$ cat config.mk
export PLATFORM = sky130hd
export DESIGN_NAME = vga_scanout
export DESIGN_NICKNAME = d
export VERILOG_FILES = /design/src/rtl/vga_pkg.sv /design/src/rtl/vga_timing_gen.sv /design/src/rtl/vga_scanout.sv
export SDC_FILE = /design/constraint.sdc
export NUM_CORES = 1
export LEC_CHECK = 0
export ABC_AREA = 1
export BUFFER_PORTS_ARGS = -buffer_cell sky130_fd_sc_hd__buf_2
export CAP_MARGIN = 20
export CORE_ASPECT_RATIO = 0.75
export CORE_MARGIN = 4
export CORE_UTILIZATION = 45
export CTS_CLUSTER_DIAMETER = 120
export DETAILED_ROUTE_END_ITERATION = 7
export PLACE_DENSITY = 0.7
export SYNTH_ARGS = -nofsm -noshare
export SYNTH_HDL_FRONTEND = slang
export SYNTH_SLANG_ARGS = --single-unit
export TNS_END_PERCENT = 100
$ cat constraint.sdc
create_clock -name clk -period 3.79 [get_ports clk]
set_input_delay 0.379 -clock clk [delete_from_list [all_inputs] [get_ports clk]]
set_output_delay 0.379 -clock clk [all_outputs]
set_load 0.01 [all_outputs]
$ cat src/rtl/vga_pkg.sv
// Shared timing defaults, scan-out state type and RGB565 colour expansion.
package vga_pkg;

    localparam int unsigned DEF_H_ACTIVE = 640;
    localparam int unsigned DEF_H_FP     = 16;
    localparam int unsigned DEF_H_SYNC   = 96;
    localparam int unsigned DEF_H_BP     = 48;
    localparam int unsigned DEF_V_ACTIVE = 480;
    localparam int unsigned DEF_V_FP     = 10;
    localparam int unsigned DEF_V_SYNC   = 2;
    localparam int unsigned DEF_V_BP     = 33;

    localparam int unsigned H_TOTAL = DEF_H_ACTIVE + DEF_H_FP + DEF_H_SYNC + DEF_H_BP;
    localparam int unsigned V_TOTAL = DEF_V_ACTIVE + DEF_V_FP + DEF_V_SYNC + DEF_V_BP;

    typedef enum logic {
        WAIT_SOF,
        RUN
    } scan_state_t;

    // MSB replication so full-scale 565 maps to full-scale 888.
    function automatic logic [23:0] rgb565_to_rgb888(input logic [15:0] pix);
        return {pix[15:11], pix[15:13], pix[10:5], pix[10:9], pix[4:0], pix[4:2]};
    endfunction

endpackage

$ cat src/rtl/vga_timing_gen.sv
// Horizontal/vertical raster counters with sync, active and origin decode.
module vga_timing_gen
    import vga_pkg::*;
#(
    parameter int unsigned H_ACTIVE = DEF_H_ACTIVE,
    parameter int unsigned H_FP     = DEF_H_FP,
    parameter int unsigned H_SYNC   = DEF_H_SYNC,
    parameter int unsigned H_BP     = DEF_H_BP,
    parameter int unsigned V_ACTIVE = DEF_V_ACTIVE,
    parameter int unsigned V_FP     = DEF_V_FP,
    parameter int unsigned V_SYNC   = DEF_V_SYNC,
    parameter int unsigned V_BP     = DEF_V_BP
) (
    input  logic clk_i,
    input  logic rst_i,
    output logic active_o,
    output logic hs_n_o,
    output logic vs_n_o,
    output logic origin_o
);

    localparam int unsigned HTot = H_ACTIVE + H_FP + H_SYNC + H_BP;
    localparam int unsigned VTot = V_ACTIVE + V_FP + V_SYNC + V_BP;
    // One extra count of headroom so every boundary constant fits the counter width.
    localparam int unsigned HW   = $clog2(HTot + 1);
    localparam int unsigned VW   = $clog2(VTot + 1);

    localparam logic [HW-1:0] HLast  = HW'(HTot - 1);
    localparam logic [HW-1:0] HAct   = HW'(H_ACTIVE);
    localparam logic [HW-1:0] HsBeg  = HW'(H_ACTIVE + H_FP);
    localparam logic [HW-1:0] HsEnd  = HW'(H_ACTIVE + H_FP + H_SYNC);
    localparam logic [VW-1:0] VLast  = VW'(VTot - 1);
    localparam logic [VW-1:0] VAct   = VW'(V_ACTIVE);
    localparam logic [VW-1:0] VsBeg  = VW'(V_ACTIVE + V_FP);
    localparam logic [VW-1:0] VsEnd  = VW'(V_ACTIVE + V_FP + V_SYNC);

    logic [HW-1:0] hcnt_q, hcnt_d;
    logic [VW-1:0] vcnt_q, vcnt_d;

    // Next raster position: hcnt wraps every line, vcnt steps on that wrap.
    always_comb begin
        hcnt_d = hcnt_q + 1'b1;
        vcnt_d = vcnt_q;
        if (hcnt_q == HLast) begin
            hcnt_d = '0;
            vcnt_d = (vcnt_q == VLast) ? '0 : vcnt_q + 1'b1;
        end
    end

    // Counter registers.
    always_ff @(posedge clk_i) begin
        if (rst_i) begin
            hcnt_q <= '0;
            vcnt_q <= '0;
        end else begin
            hcnt_q <= hcnt_d;
            vcnt_q <= vcnt_d;
        end
    end

    // Decode of the current raster position.
    always_comb begin
        active_o = (hcnt_q < HAct) && (vcnt_q < VAct);
        hs_n_o   = !((hcnt_q >= HsBeg) && (hcnt_q < HsEnd));
        vs_n_o   = !((vcnt_q >= VsBeg) && (vcnt_q < VsEnd));
        origin_o = (hcnt_q == '0) && (vcnt_q == '0);
    end

endmodule

$ cat src/rtl/vga_scanout.sv
// VGA scan-out: pixel-stream handshake FSM, status flags and the single output register stage.
module vga_scanout
    import vga_pkg::*;
#(
    parameter int unsigned H_ACTIVE = DEF_H_ACTIVE,
    parameter int unsigned H_FP     = DEF_H_FP,
    parameter int unsigned H_SYNC   = DEF_H_SYNC,
    parameter int unsigned H_BP     = DEF_H_BP,
    parameter int unsigned V_ACTIVE = DEF_V_ACTIVE,
    parameter int unsigned V_FP     = DEF_V_FP,
    parameter int unsigned V_SYNC   = DEF_V_SYNC,
    parameter int unsigned V_BP     = DEF_V_BP
) (
    input  logic        clk,
    input  logic        reset,
    input  logic [15:0] pix_data,
    input  logic        pix_sof,
    input  logic        pix_valid,
    output logic        pix_ready,
    output logic        frame_start,
    output logic        underflow,
    output logic        resync,
    output logic        VGA_CLK,
    output logic        VGA_HS,
    output logic        VGA_VS,
    output logic        VGA_BLANK_n,
    output logic        VGA_SYNC_n,
    output logic [7:0]  VGA_R,
    output logic [7:0]  VGA_G,
    output logic [7:0]  VGA_B
);

    logic active, hs_n, vs_n, origin;

    vga_timing_gen #(
        .H_ACTIVE (H_ACTIVE),
        .H_FP     (H_FP),
        .H_SYNC   (H_SYNC),
        .H_BP     (H_BP),
        .V_ACTIVE (V_ACTIVE),
        .V_FP     (V_FP),
        .V_SYNC   (V_SYNC),
        .V_BP     (V_BP)
    ) u_timing (
        .clk_i    (clk),
        .rst_i    (reset),
        .active_o (active),
        .hs_n_o   (hs_n),
        .vs_n_o   (vs_n),
        .origin_o (origin)
    );

    scan_state_t state_q, state_d;
    logic        show;
    logic        resync_d;
    logic        uf_set;
    logic        hs_q, vs_q, blank_n_q, uf_q, resync_q, fs_q;
    logic [23:0] rgb_q;

    // Handshake FSM: next state, ready, display strobe and status events.
    always_comb begin
        state_d   = state_q;
        pix_ready = 1'b0;
        show      = 1'b0;
        resync_d  = 1'b0;
        uf_set    = 1'b0;
        if (!reset) begin
            unique case (state_q)
                WAIT_SOF: begin
                    // Drain non-SOF words; hold an SOF word until the raster origin.
                    if (pix_valid && pix_sof) begin
                        if (origin) begin
                            pix_ready = 1'b1;
                            show      = 1'b1;
                            state_d   = RUN;
                        end
                    end else begin
                        pix_ready = 1'b1;
                    end
                end
                RUN: begin
                    if (active) begin
                        pix_ready = 1'b1;
                        if (!pix_valid) begin
                            // Slot is lost, not stretched.
                            uf_set = 1'b1;
                        end else if (pix_sof != origin) begin
                            // SOF off-origin, or missing SOF at origin: leave the word queued.
                            pix_ready = 1'b0;
                            resync_d  = 1'b1;
                            state_d   = WAIT_SOF;
                        end else begin
                            show = 1'b1;
                        end
                    end
                end
            endcase
        end
    end

    // Output register stage and status flags; underflow set beats the frame-start clear.
    always_ff @(posedge clk) begin
        if (reset) begin
            state_q   <= WAIT_SOF;
            hs_q      <= 1'b1;
            vs_q      <= 1'b1;
            blank_n_q <= 1'b0;
            rgb_q     <= '0;
            uf_q      <= 1'b0;
            resync_q  <= 1'b0;
            fs_q      <= 1'b0;
        end else begin
            state_q   <= state_d;
            hs_q      <= hs_n;
            vs_q      <= vs_n;
            blank_n_q <= active;
            rgb_q     <= show ? rgb565_to_rgb888(pix_data) : '0;
            uf_q      <= uf_set | (uf_q & ~origin);
            resync_q  <= resync_d;
            fs_q      <= origin;
        end
    end

    assign VGA_CLK     = clk;
    assign VGA_SYNC_n  = 1'b1;
    assign VGA_HS      = hs_q;
    assign VGA_VS      = vs_q;
    assign VGA_BLANK_n = blank_n_q;
    assign VGA_R       = rgb_q[23:16];
    assign VGA_G       = rgb_q[15:8];
    assign VGA_B       = rgb_q[7:0];
    assign underflow   = uf_q;
    assign resync      = resync_q;
    assign frame_start = fs_q;

endmodule

==> results.toml <==
[final_layout]
antenna_cells_inserted = 0
final_common_cell = "buf_2"
final_core_util_pct = 57.8
instances_no_fill = 361
flow.area_growth_from_synthesis_pct = 18.9
design.final.nets = 329
drive_above_1_share_pct = 31.7
final_cell_mix = "buf_2 (51), dfxtp_1 (43), inv_1 (39)"

[pwr]
p_per_area_nw_per_um2 = 435
p_sw_share_pct = 21.7
seq_power_share_pct = 44.1
power.clock.fraction_pct = 48.2
total_power_uw = 1060
net-switching-power_uw = 231
combPwrFrac_pct = 7.7
p_int_uw = 831
ir_drop_v = 0.000203
leakage_component_of_the_power_uw = 0.00116

[placed_design]
post-place-cells = 350
place_hpwl_microns = 3120
place_congestion = 0.852
numPortBuffers = 51

[yosys]
synth_area_sq_um = 2050
mappedNetlistNets = 281
synth-edff-count = 0
syn_inst = 257
synth-warning-count = 0
postSynthAreaPerCell_sq_um = 7.99
yosysSeqAreaShare_pct = 41.9
synthFlopType = "dfxtp_1"
ys_async_sr_fraction_pct = 0
post_synth_num_cell_types = 31
synth-seq-cells = 43

[worst_setup_path]
rr_startpoint = "u_timing.hcnt_q[0]$_SDFF_PP0_"
timing.critical_path.to_type = "output port"
timing.critical_path.required_ps = 3410
worstPathArrival_ps = 2250
timing.critical_path.from = "clk"
criticalPathCategory = "clock port to output port"
critical_path.max_fanout = 2
crit_path_start_kind = "clock port"

[timing]
rsz0062_at_grt = "no"
setup-tns-final_ps = 0
hold_viol = 0
worst_slew_margin_rel_pct = 47.7
finalSetupViolations = 0
final_max_slew_viol_count = 0
final.setup_skew_ps = 4.01
worst_hold_slack_ps = 189
tightestPinTransition_ps = 780

[floorplanning]
design.core.area_sq_um = 4230
rows = 20
initial_core_util_pct = 48.6
die_y_microns = 66.5
die-width_microns = 86.0
top_level_ports = 53
die_area_sq_um = 5720

[clock_network]
post_cts_resized = 0
clk_pin_slew_worst_paths_ps = 70
tritoncts_clock_tree = "built"
postCtsSetupRepairBufs = 0
cts_hold_buffers = 0
clkLatencyLatePin_ps = 400

[routing]
vias_after_detailed_routing = 1698
antenna_viol_nets_final = 0
avgRoutedWirePerCell_microns = 11.3
total_wirelength_of_the_detailed_routed_design_microns = 4060
dr.first_iter.drc_count = 130
drt_pass1_iterations = 4
vias_per_cell = 4.70
drt_drc_violations_left = 0

[min_path]
hold_path_startpoint = "pix_data[15]"
hold_class = "input port to flop"

[global_route]
grt_pass1_wl_microns = 6800
global_route.overflow_total = 0
grt_antenna_before_repair = 0
gr-usage-all-layers_pct = 15.2
vias_in_the_first_global_route = 1551
pin_count_of_the_biggest_net_entering_global_routing = 17

[flow_run]
max-cap-violations = 0

[run_status]
run_status = "finished clean"
[worst max-delay path: stages]
cell	delay, ps
clkbuf_8	110
clkbuf_8	120
buf_2	130
[sequential cells by signal, indices dropped and copies added, names as in the netlist]
register and count:
rgb_q 16, u_timing.hcnt_q 10, u_timing.vcnt_q 10, VGA_BLANK_n 1, VGA_HS 1, VGA_VS 1
frame_start 1, resync 1, state_q 1, underflow 1
[cell type report]
cell class	instances	area [sq um]
clock buffer	10	119
clock inverter	2	60.1
fill	404	1790
inverter	44	166
multi-input combinational	157	917
sequential	43	861
tap	55	68.8
timing repair buffer	50	250
[through the flow]
stage	setup slack (ps)	area, sq um
floorplan	1400	2050
global placement	1400	2270
detailed placement	1400	2270
CTS	1160	2440
global route	1150	2440
finish	1160	2440
[kinds of logic after synthesis]
logic type | Yosys count | share of synthesized area [%]
DFF | 43 | 41.9
other | 1 | 0.183
adders and majority gates | 4 | 2.44
buffers and inverters | 57 | 13.5
AOI/OAI and AO/OA | 15 | 4.20
and+or+nand+nor | 131 | 35.3
xor gates and xnor gates | 6 | 2.56
[metal layers]
metal,vias to the layer above,GRT usage [%],wire length [microns]
li1,885,-,-
met1,763,20.1,1960
met2,45,22.4,1800
met3,5,5.07,259
met4,0,7.11,48
met5,-,0,0
[power groups by stage]
| stage | Clock (uW) | Sequential [uW] | Combinational [uW] |
|---|---|---|---|
| detailed placement | 15.9 | 479 | 82.5 |
| CTS | 526 | 469 | 82.8 |
| global route | 549 | 470 | 91.6 |
| floorplan | 21.7 | 482 | 55.2 |
| finish | 512 | 468 | 81.7 |
| global placement | 15.9 | 478 | 81.6 |
[final timing paths]
kind | slack, ps | cells after the start | end
worst min-delay path | 190 | 3 | rgb_q[18]$_SDFF_PP0_
worst min register to register | 470 | 1 | u_timing.hcnt_q[0]$_SDFF_PP0_
worst max-delay path | 1160 | 3 | VGA_CLK
worst max register to register | 1620 | 6 | u_timing.vcnt_q[5]$_SDFFE_PP0P_
[synth_stat cells (2+ instances only)]
library cell	n	share of area [%]
ha_1	4	2.4
inv_2	4	0.73
xor2_1	5	2.1
o211ai_1	2	0.73
nand4_1	7	2.1
dfxtp_1	43	42
nor3_2	2	0.97
o21ai_0	5	1.2
nor3_1	6	1.5
inv_1	39	7.1
a31oi_1	2	0.61
nor2_2	6	1.8
nand2_1	34	6.2
a21oi_1	4	0.97
nor4_1	2	0.61
nand3_1	16	3.9
nand3_2	3	1.5
nand2_2	4	1.2
buf_4	10	3.7
nor2_4	14	7.7
nor2_1	35	6.4
Power figures use the tool's default switching activity.
